===== src/rtl/audio_pkg.sv =====
// Shared types, constants and the sample saturation helper for the
// audio output serializer.
package audio_pkg;

   localparam int UNDERFLOW_W = 16;

   typedef enum logic [1:0] {
      IDLE,
      LOAD,
      SHIFT_L,
      SHIFT_R
   } ser_state_t;

   // Clamp a sign-extended sample into the signed range of 'bits' bits.
   // The caller keeps the low 'bits' bits of the result.
   function automatic logic [63:0] saturate(input logic signed [63:0] x,
                                            input int bits);
      logic signed [63:0] hi;
      logic signed [63:0] lo;
      hi = (64'sd1 <<< (bits - 1)) - 64'sd1;
      lo = -hi - 64'sd1;
      if (x > hi) return hi;
      if (x < lo) return lo;
      return x;
   endfunction

endpackage


===== src/rtl/audio_out_serializer_if.sv =====
// FIFO read port plus serial DAC lines between the audio output FIFOs,
// the serializer and the board DAC.
interface audio_out_serializer_if #(
   parameter int DATA_WIDTH = 32
);
   logic [DATA_WIDTH-1:0] left_dout;
   logic                  left_empty;
   logic [DATA_WIDTH-1:0] right_dout;
   logic                  right_empty;
   logic                  out_rd_en;
   logic                  bclk;
   logic                  lrclk;
   logic                  sdata;

   modport master (
      input  left_dout,
      input  left_empty,
      input  right_dout,
      input  right_empty,
      output out_rd_en,
      output bclk,
      output lrclk,
      output sdata
   );

   modport slave (
      output left_dout,
      output left_empty,
      output right_dout,
      output right_empty,
      input  out_rd_en,
      input  bclk,
      input  lrclk,
      input  sdata
   );
endinterface


===== src/rtl/audio_out_serializer_bclk_divider.sv =====
// Bit-clock generator: divides the system clock while 'run' is high and
// flags the cycle on which bclk is about to rise or fall.
module bclk_divider #(
   parameter int CLK_DIV = 4
) (
   input  logic clock,
   input  logic reset,
   input  logic run,
   output logic bclk,
   output logic rise_tick,
   output logic fall_tick
);

   localparam int CW = $clog2(CLK_DIV);

   logic [CW-1:0] div_cnt;
   logic          tick;

   assign tick      = run && (div_cnt == CW'(CLK_DIV - 1));
   assign rise_tick = tick && !bclk;
   assign fall_tick = tick && bclk;

   // Counter and bclk both park at zero whenever the serializer is not shifting.
   always_ff @(posedge clock or posedge reset) begin
      if (reset) begin
         div_cnt <= '0;
         bclk    <= 1'b0;
      end else if (!run) begin
         div_cnt <= '0;
         bclk    <= 1'b0;
      end else if (tick) begin
         div_cnt <= '0;
         bclk    <= ~bclk;
      end else begin
         div_cnt <= div_cnt + CW'(1);
      end
   end

endmodule


===== src/rtl/audio_out_serializer.sv =====
// Pops one left/right pair per frame from the audio FIFOs and sends it to
// the DAC as a left-justified, MSB-first serial stream.
module audio_out_serializer
   import audio_pkg::*;
#(
   parameter int DATA_WIDTH  = 32,
   parameter int SAMPLE_BITS = 16,
   parameter int CLK_DIV     = 4
) (
   input  logic                   clock,
   input  logic                   reset,
   input  logic                   enable,
   audio_out_serializer_if.master aud,
   output logic                   busy,
   output logic [UNDERFLOW_W-1:0] underflow_cnt
);

   localparam int BIT_CNT_W  = $clog2(SAMPLE_BITS);
   localparam int FRAME_BITS = 2 * SAMPLE_BITS;

   ser_state_t             state;
   logic [FRAME_BITS-1:0]  shift_q;
   logic [BIT_CNT_W-1:0]   bit_cnt;
   logic                   lrclk_q;
   logic [UNDERFLOW_W-1:0] underflow_q;

   logic run;
   logic bclk;
   logic fall_tick;
   logic rise_tick_unused;
   logic last_bit;
   logic pair_ready;

   assign run        = (state == SHIFT_L) || (state == SHIFT_R);
   assign last_bit   = (bit_cnt == BIT_CNT_W'(SAMPLE_BITS - 1));
   assign pair_ready = !aud.left_empty && !aud.right_empty;

   bclk_divider #(
      .CLK_DIV(CLK_DIV)
   ) u_div (
      .clock    (clock),
      .reset    (reset),
      .run      (run),
      .bclk     (bclk),
      .rise_tick(rise_tick_unused),
      .fall_tick(fall_tick)
   );

   // A pop is only ever issued for a complete pair, and only in LOAD.
   assign aud.out_rd_en = (state == LOAD) && pair_ready;
   assign aud.bclk      = bclk;
   assign aud.lrclk     = lrclk_q;
   assign aud.sdata     = shift_q[FRAME_BITS-1];
   assign busy          = (state != IDLE);
   assign underflow_cnt = underflow_q;

   // Frame sequencer. The left and right samples share one shift register,
   // so the right MSB reaches the output exactly when the left LSB leaves.
   // Data and lrclk move only on falling ticks, keeping them stable across
   // every rising bclk edge.
   always_ff @(posedge clock or posedge reset) begin
      if (reset) begin
         state       <= IDLE;
         shift_q     <= '0;
         bit_cnt     <= '0;
         lrclk_q     <= 1'b0;
         underflow_q <= '0;
      end else begin
         case (state)
            IDLE: begin
               if (enable) state <= LOAD;
            end

            LOAD: begin
               state   <= SHIFT_L;
               bit_cnt <= '0;
               lrclk_q <= 1'b0;
               if (pair_ready) begin
                  shift_q <= {SAMPLE_BITS'(saturate(64'(signed'(aud.left_dout[DATA_WIDTH-1:0])), SAMPLE_BITS)),
                              SAMPLE_BITS'(saturate(64'(signed'(aud.right_dout[DATA_WIDTH-1:0])), SAMPLE_BITS))};
               end else begin
                  shift_q <= '0;
                  if (underflow_q != '1) underflow_q <= underflow_q + UNDERFLOW_W'(1);
               end
            end

            SHIFT_L, SHIFT_R: begin
               if (fall_tick) begin
                  shift_q <= shift_q << 1;
                  bit_cnt <= bit_cnt + BIT_CNT_W'(1);
                  if (last_bit) begin
                     bit_cnt <= '0;
                     if (state == SHIFT_L) begin
                        state   <= SHIFT_R;
                        lrclk_q <= 1'b1;
                     end else begin
                        state   <= enable ? LOAD : IDLE;
                        lrclk_q <= 1'b0;
                        shift_q <= '0;
                     end
                  end
               end
            end

            default: state <= IDLE;
         endcase
      end
   end

endmodule


===== src/flat_wrapper.sv =====
// flat-port wrapper written by rule: the top's interface ports become plain ports
module audio_out_serializer_flat import audio_pkg::*;
#(
   parameter int DATA_WIDTH  = 32,
   parameter int SAMPLE_BITS = 16,
   parameter int CLK_DIV     = 4
)
  (clock, reset, enable, busy, underflow_cnt, aud_left_dout, aud_left_empty, aud_right_dout, aud_right_empty, aud_out_rd_en, aud_bclk, aud_lrclk, aud_sdata);
  audio_out_serializer_if #(.DATA_WIDTH(DATA_WIDTH)) aud_i ();
  input  logic clock;
  input  logic reset;
  input  logic enable;
  output logic busy;
  output logic [UNDERFLOW_W-1:0] underflow_cnt;
  input wire logic [$bits(aud_i.left_dout)-1:0] aud_left_dout;
  input wire logic [$bits(aud_i.left_empty)-1:0] aud_left_empty;
  input wire logic [$bits(aud_i.right_dout)-1:0] aud_right_dout;
  input wire logic [$bits(aud_i.right_empty)-1:0] aud_right_empty;
  output wire logic [$bits(aud_i.out_rd_en)-1:0] aud_out_rd_en;
  output wire logic [$bits(aud_i.bclk)-1:0] aud_bclk;
  output wire logic [$bits(aud_i.lrclk)-1:0] aud_lrclk;
  output wire logic [$bits(aud_i.sdata)-1:0] aud_sdata;
  assign aud_i.left_dout = aud_left_dout;
  assign aud_i.left_empty = aud_left_empty;
  assign aud_i.right_dout = aud_right_dout;
  assign aud_i.right_empty = aud_right_empty;
  assign aud_out_rd_en = aud_i.out_rd_en;
  assign aud_bclk = aud_i.bclk;
  assign aud_lrclk = aud_i.lrclk;
  assign aud_sdata = aud_i.sdata;
  audio_out_serializer #(.DATA_WIDTH(DATA_WIDTH), .SAMPLE_BITS(SAMPLE_BITS), .CLK_DIV(CLK_DIV)) u_core (.clock(clock), .reset(reset), .enable(enable), .aud(aud_i), .busy(busy), .underflow_cnt(underflow_cnt));
endmodule

===== config.mk =====
export PLATFORM = sky130hd
export DESIGN_NAME = audio_out_serializer_flat
export DESIGN_NICKNAME = d
export VERILOG_FILES = /design/src/rtl/audio_pkg.sv /design/src/rtl/audio_out_serializer_if.sv /design/src/rtl/audio_out_serializer_bclk_divider.sv /design/src/rtl/audio_out_serializer.sv /design/src/flat_wrapper.sv
export SDC_FILE = /design/constraint.sdc
export NUM_CORES = 1
export LEC_CHECK = 0
export ABC_AREA = 1
export CAP_MARGIN = 20
export CORE_UTILIZATION = 40
export DETAILED_ROUTE_END_ITERATION = 8
export PLACE_DENSITY_LB_ADDON = 0.2
export SYNTH_ARGS = -nofsm -noshare
export SYNTH_HDL_FRONTEND = slang
export SYNTH_HIERARCHICAL = 1
export SYNTH_SLANG_ARGS = --single-unit

===== constraint.sdc =====
create_clock -name clock -period 3.8 [get_ports clock]
set_clock_uncertainty 0.2 [all_clocks]
set_input_delay 0.76 -clock clock [delete_from_list [all_inputs] [get_ports clock]]
set_output_delay 0.76 -clock clock [all_outputs]
set_load 0.01 [all_outputs]

Yosys cells after proc, flatten, opt, wreduce, memory -nomap -nowiden
Cells that the tools add are included.
W data, S select, Z words.
{ "word_totals": {"register_bits": 58, "latchBits": 0, "ram_bits": 0, "mem_bits_ro": 0, "in_bits": 69, "output_inout_bits": 21, "wordCells": 85, "mem_count": 0} }
{ "classes": {"addsub": 3, "n_mul": 0, "div": 0, "magnitude_cmp": 4, "n_eq_ne": 10, "shifts": 0, "mux": 44, "n_bitwise": 2, "n_reduce_logical": 15} }
{ "ops": {"columns": ["operator", "count"], "rows": [
  ["$mux W16", 8],
  ["$mux W32", 4],
  ["$gt A32 B16 Y1 const B", 2],
  ["$lt A32 B16 Y1 const B", 2],
  ["$pmux W32 S2", 1],
  ["$mux W1", 20],
  ["$add A16 B1 Y16 const B", 1],
  ["$ne A16 B16 Y1 const B", 1],
  ["$mux W2", 6],
  ["$reduce_and A3 Y1", 3],
  ["$mux W4", 2],
  ["$pmux W4 S2", 1],
  ["$eq A2 B2 Y1 const B", 3],
  ["$ne A2 B1 Y1 const B", 3],
  ["$pmux W2 S3", 1],
  ["$add A4 B1 Y4 const B", 1],
  ["$eq A4 B4 Y1 const B", 1],
  ["$logic_and A1 B1 Y1", 4],
  ["$reduce_bool A2 Y1", 2],
  ["$add A2 B1 Y2 const B", 1],
  ["$eq A2 B1 Y1 const B", 1],
  ["$logic_not A1 Y1", 2],
  ["$logic_not A2 Y1", 1],
  ["$ne A2 B2 Y1 const B", 1],
  ["5 further kinds", 6]
]} }

Longest topological paths before layout
{ "logic_depth": {"word_depth": 11, "depth_mapped": 14, "depth_no_buf": 12} }

Modules after synthesis
The synthesis kept the hierarchy.
{ "by_module_without_submodules": {"columns": ["module", "n_inst", "cells_each", "area_each_um2", "seq_area_each_um2"], "rows": [
  ["audio_out_serializer", 1, 463, 3342.0, 1376.3],
  ["bclk_divider", 1, 17, 138.9, 75.1]
]} }

Worst setup path before layout
No wires, ideal clock.
{ "synth_timing": {"path_kind": "register to register", "from": "register u_core.state[0]", "to": "register u_core.shift_q[29]", "setup_time_ps": 127, "arrival_ps": 1926, "required_time_ps": 3473, "slack_ps": 1546, "stages_incl_launch_ff": 14, "path_buffers": 2, "period_less_slack_ps": 2254, "cell_sequence": "dfrtp_1 > inv_1 > ha_1 > inv_2 > nand2_4 > buf_2 > nand2_1 > nor2_1 > nand2_1 > nand2_2 > buf_2 > nor2_1 > a41oi_1 > o21ai_1"} }
{ "synth_between": {"elab_chain_len": 6, "elab_cells_between_ends": 14, "cone_classes": "eq/ne: 4; mux: 4; reduce/logical: 6"} }
{ "synth_rtl": {"columns": ["item", "line", "rtl"], "rows": [
  ["from (decl)", "audio_out_serializer.sv:21", "ser_state_t state;"],
  ["from (signal assigned)", "audio_out_serializer.sv:97", "state <= enable ? LOAD : IDLE;"],
  ["$eq A2 B2 Y1", "audio_out_serializer.sv:34", "assign run = (state == SHIFT_L) || (state == SHIFT_R);"],
  ["$logic_or A1 B1 Y1 *", "audio_out_serializer.sv:34", null],
  ["via u_core.run", "audio_out_serializer.sv:27", "logic run;"],
  ["$logic_and A1 B1 Y1 *", "audio_out_serializer_bclk_divider.sv:19", "assign tick = run && (div_cnt == CW'(CLK_DIV - 1));"],
  ["$logic_and A1 B1 Y1 *", "audio_out_serializer_bclk_divider.sv:21", "assign fall_tick = tick && bclk;"],
  ["via u_core.fall_tick", "audio_out_serializer.sv:29", "logic fall_tick;"],
  ["$ne A2 B1 Y1 (no source line) *", null, null],
  ["$reduce_and A2 Y1 (no source line) *", null, null],
  ["to (signal assigned)", "audio_out_serializer.sv:79", "shift_q <= {SAMPLE_BITS'(saturate(64'(signed'(aud.left_dout[DATA_WIDTH-1:0])), SAMPLE_BITS)),"],
  ["to (signal assigned)", "audio_out_serializer.sv:89", "shift_q <= shift_q << 1;"],
  ["to (decl)", "audio_out_serializer.sv:22", "logic [FRAME_BITS-1:0] shift_q;"]
]} }
Mark *: on every way through the listed nets, which the timed path passes. The rest lies on a longest branch. The select of a mux whose other input is x is not followed.
A chain may end at the register's enable or synchronous reset.

Worst setup path after layout
{ "layout_timing": {"from": "input port aud_right_empty", "to": "output port aud_out_rd_en"} }
{ "layout_between": {"elab_chain_len": 3} }
{ "layout_rtl": {"columns": ["item", "line", "rtl"], "rows": [
  ["from (decl)", "flat_wrapper.sv:18", "input wire logic [$bits(aud_i.right_empty)-1:0] aud_right_empty;"],
  ["$logic_not A1 Y1", "audio_out_serializer.sv:36", "assign pair_ready = !aud.left_empty && !aud.right_empty;"],
  ["$logic_and A1 B1 Y1", "audio_out_serializer.sv:36", null],
  ["$logic_and A1 B1 Y1", "audio_out_serializer.sv:50", "assign aud.out_rd_en = (state == LOAD) && pair_ready;"],
  ["to (decl)", "flat_wrapper.sv:19", "output wire logic [$bits(aud_i.out_rd_en)-1:0] aud_out_rd_en;"]
]} }
No other way between the ends.

==> results.json <==
{
  "setup_viol": 0,
  "cp_top_family": "buffers and inverters",
  "core_area_mm2": 0.00830,
  "dp_hpwl_um": 6030,
  "maxClockFrequency_mhz": 330,
  "cts_resized": 0,
  "num_rows": 33,
  "grt_max_degree": 44,
  "antenna_found_initial": 0,
  "chipHeight_um": 95.2,
  "io_pins": 90,
  "cts_buffers": 9,
  "syn2layout_area_growth_pct": 33.8,
  "max_cap_violations": 0,
  "min_period_ps": 3030,
  "cts_buffer_depth": 2,
  "power_density_mw_per_mm2": 296,
  "dieArea_mm2": 0.00907,
  "grt_util_all_layers_pct": 20.5,
  "die_x_um": 95.2,
  "vias": 3373,
  "clk_pin_slew_ps": 60,
  "worst_slack_ps": 769,
  "final_util_pct": 56.0,
  "hold_path.class": "flop to flop",
  "drt-initial-drc-count": 135,
  "cp-start-kind": "primary input",
  "pre_cts_slack_ps": 762,
  "wl_per_cell_um": 12.3,
  "crit_chain": "clkdlybuf4s50_1 > nor2_2 > inv_1 > nor2_1 > clkdlybuf4s50_1",
  "tritoncts": "done",
  "cts_sinks": 58,
  "syn_avg_cell_area_um2": 7.26,
  "nets": 643,
  "drcViolationCount": 0,
  "slew_headroom_pct": 37.5,
  "cts-root-buf": "clkbuf_8",
  "grt_pass1_vias": 3386,
  "tightest_slew_ps": 936,
  "end_kind": "primary output",
  "drv_slew": 0,
  "ir_drop_uv": 179,
  "rsz0062_at_grt": "false",
  "clock_latency_ps": 330,
  "timing.final.crit_share_pct": 79.8,
  "start_util_pct": 41.9,
  "gp_congestion": 0.858,
  "setup-tns-final_ps": 0,
  "wl_um": 8280,
  "worstPathMaxFanout": 4,
  "post_cts_buffers": 0,
  "synthCells": 479,
  "insertedDiodeCount": 0,
  "critical-path-max-stage-delay_ps": 540,
  "avgViaCountPerCell": 4.99,
  "outcome": "completed",
  "hold_ws_ps": 237,
  "leakage_nw": 2.02,
  "worstPathRequired_ps": 2840,
  "grt.overflow.total": 0,
  "final-hold-violation-count": 0,
  "synth_area_mm2": 0.00348,
  "syn_nets": 555,
  "crit_path_frequent_cell": "clkdlybuf4s50_1",
  "cp_slowest_cell": "clkdlybuf4s50_1",
  "p_total_mw": 1.38,
  "ys_warn_count": 6,
  "port_buffers": 89,
  "h-tree-depth": 3,
  "critPathKind": "primary input to primary output",
  "drive_above_1_share_pct": 6.65,
  "ant_nets": 0,
  "grt_pass1_wl_um": 14500,
  "holdBufCountCts": 0,
  "path_buf_inv": 3,
  "dr.pass1.iters": 5,
  "worstPathArrival_ps": 2070
}
==> flip-flops by register name, summed over array words and instances, names as in the netlist <==
signal	flops
u_core/underflow_cnt	16
u_core/aud.lrclk	1
u_core/shift_q	32
u_core/u_div/div_cnt	2
u_core/state	2
u_core/bit_cnt	4
u_core/u_div/bclk	1
==> where the power goes <==
| group | leakage (nW) | internal, mW | switching, mW |
|---|---|---|---|
| combinational | 1.28 | 0.0732 | 0.0467 |
| clock | 0.110 | 0.402 | 0.237 |
| sequential | 0.639 | 0.617 | 0 |
==> cell usage in the layout, fill, tap and decap left out <==
cell               n
a21oi_1           41
nor2_2             4
xor2_1            10
nand3_2            2
xor2_2             1
nand2_1          118
nand2_2            4
nand4_1            3
nor2_4             2
clkdlybuf4s50_1   89
nand2_4            2
nor3_2             1
nand3b_1           1
nand3_1           20
ha_1               7
a41oi_1            1
buf_4              3
clkbuf_8          11
clkbuf_1           2
inv_1             44
xnor2_1            2
o21bai_1           1
a2bb2oi_1          1
dfrtp_1           58
o311ai_0           1
and2_1             1
nor2_1            89
nor2_8             1
o21ai_1            1
clkinv_1           1
o21ai_0           18
bufinv_16          2
inv_2              5
a31oi_1           24
==> worst paths after layout <==
path	slack (ps)	endpoint	depth (start not counted)	start
setup / recovery	770	aud_out_rd_en	5	aud_right_empty
hold / removal	240	u_core/u_div/div_cnt[0]	1	u_core/u_div/div_cnt[0]
setup reg to reg	990	u_core/shift_q[17]	11	u_core/state[0]
hold reg to reg	240	u_core/u_div/div_cnt[0]	1	u_core/u_div/div_cnt[0]
max in group asynchronous	2070	u_core/shift_q[13]	3	reset
min in group asynchronous	450	u_core/u_div/bclk	2	reset
==> per-stage QoR <==
stage / cell area, µm² / std cells
3_5_place_dp: 4430 / 661
6_report: 4650 / 676
4_1_cts: 4650 / 676
3_3_place_gp: 4430 / 661
5_1_grt: 4650 / 676
2_1_floorplan: 3480 / 479
==> layout make-up <==
cell class,count,area (µm²)
Clock buffer,13,159
Clock inverter,2,60.1
Fill cell,774,3650
Inverter,50,188
Multi-Input combinational cell,356,1750
Sequential cell,58,1450
Tap cell,105,131
Timing Repair Buffer,92,913
==> worst register-to-register path, delay by kind of cell, from the launching register on <==
family	cells	cell delay [ps]
adders and majority gates	1	280
AOI/OAI and AO/OA	2	440
buffers and inverters	3	570
and+or+nand+nor	5	810
DFF	1	410
==> layer usage <==
metal  GRT usage (%)  vias up  wire [µm]
li1                -     1713          -
met1            24.0     1547       3570
met4            9.97        0        177
met3            3.27       17        397
met2            36.3       96       4140
met5               0        -          0
(Power assumes the default switching activity.)
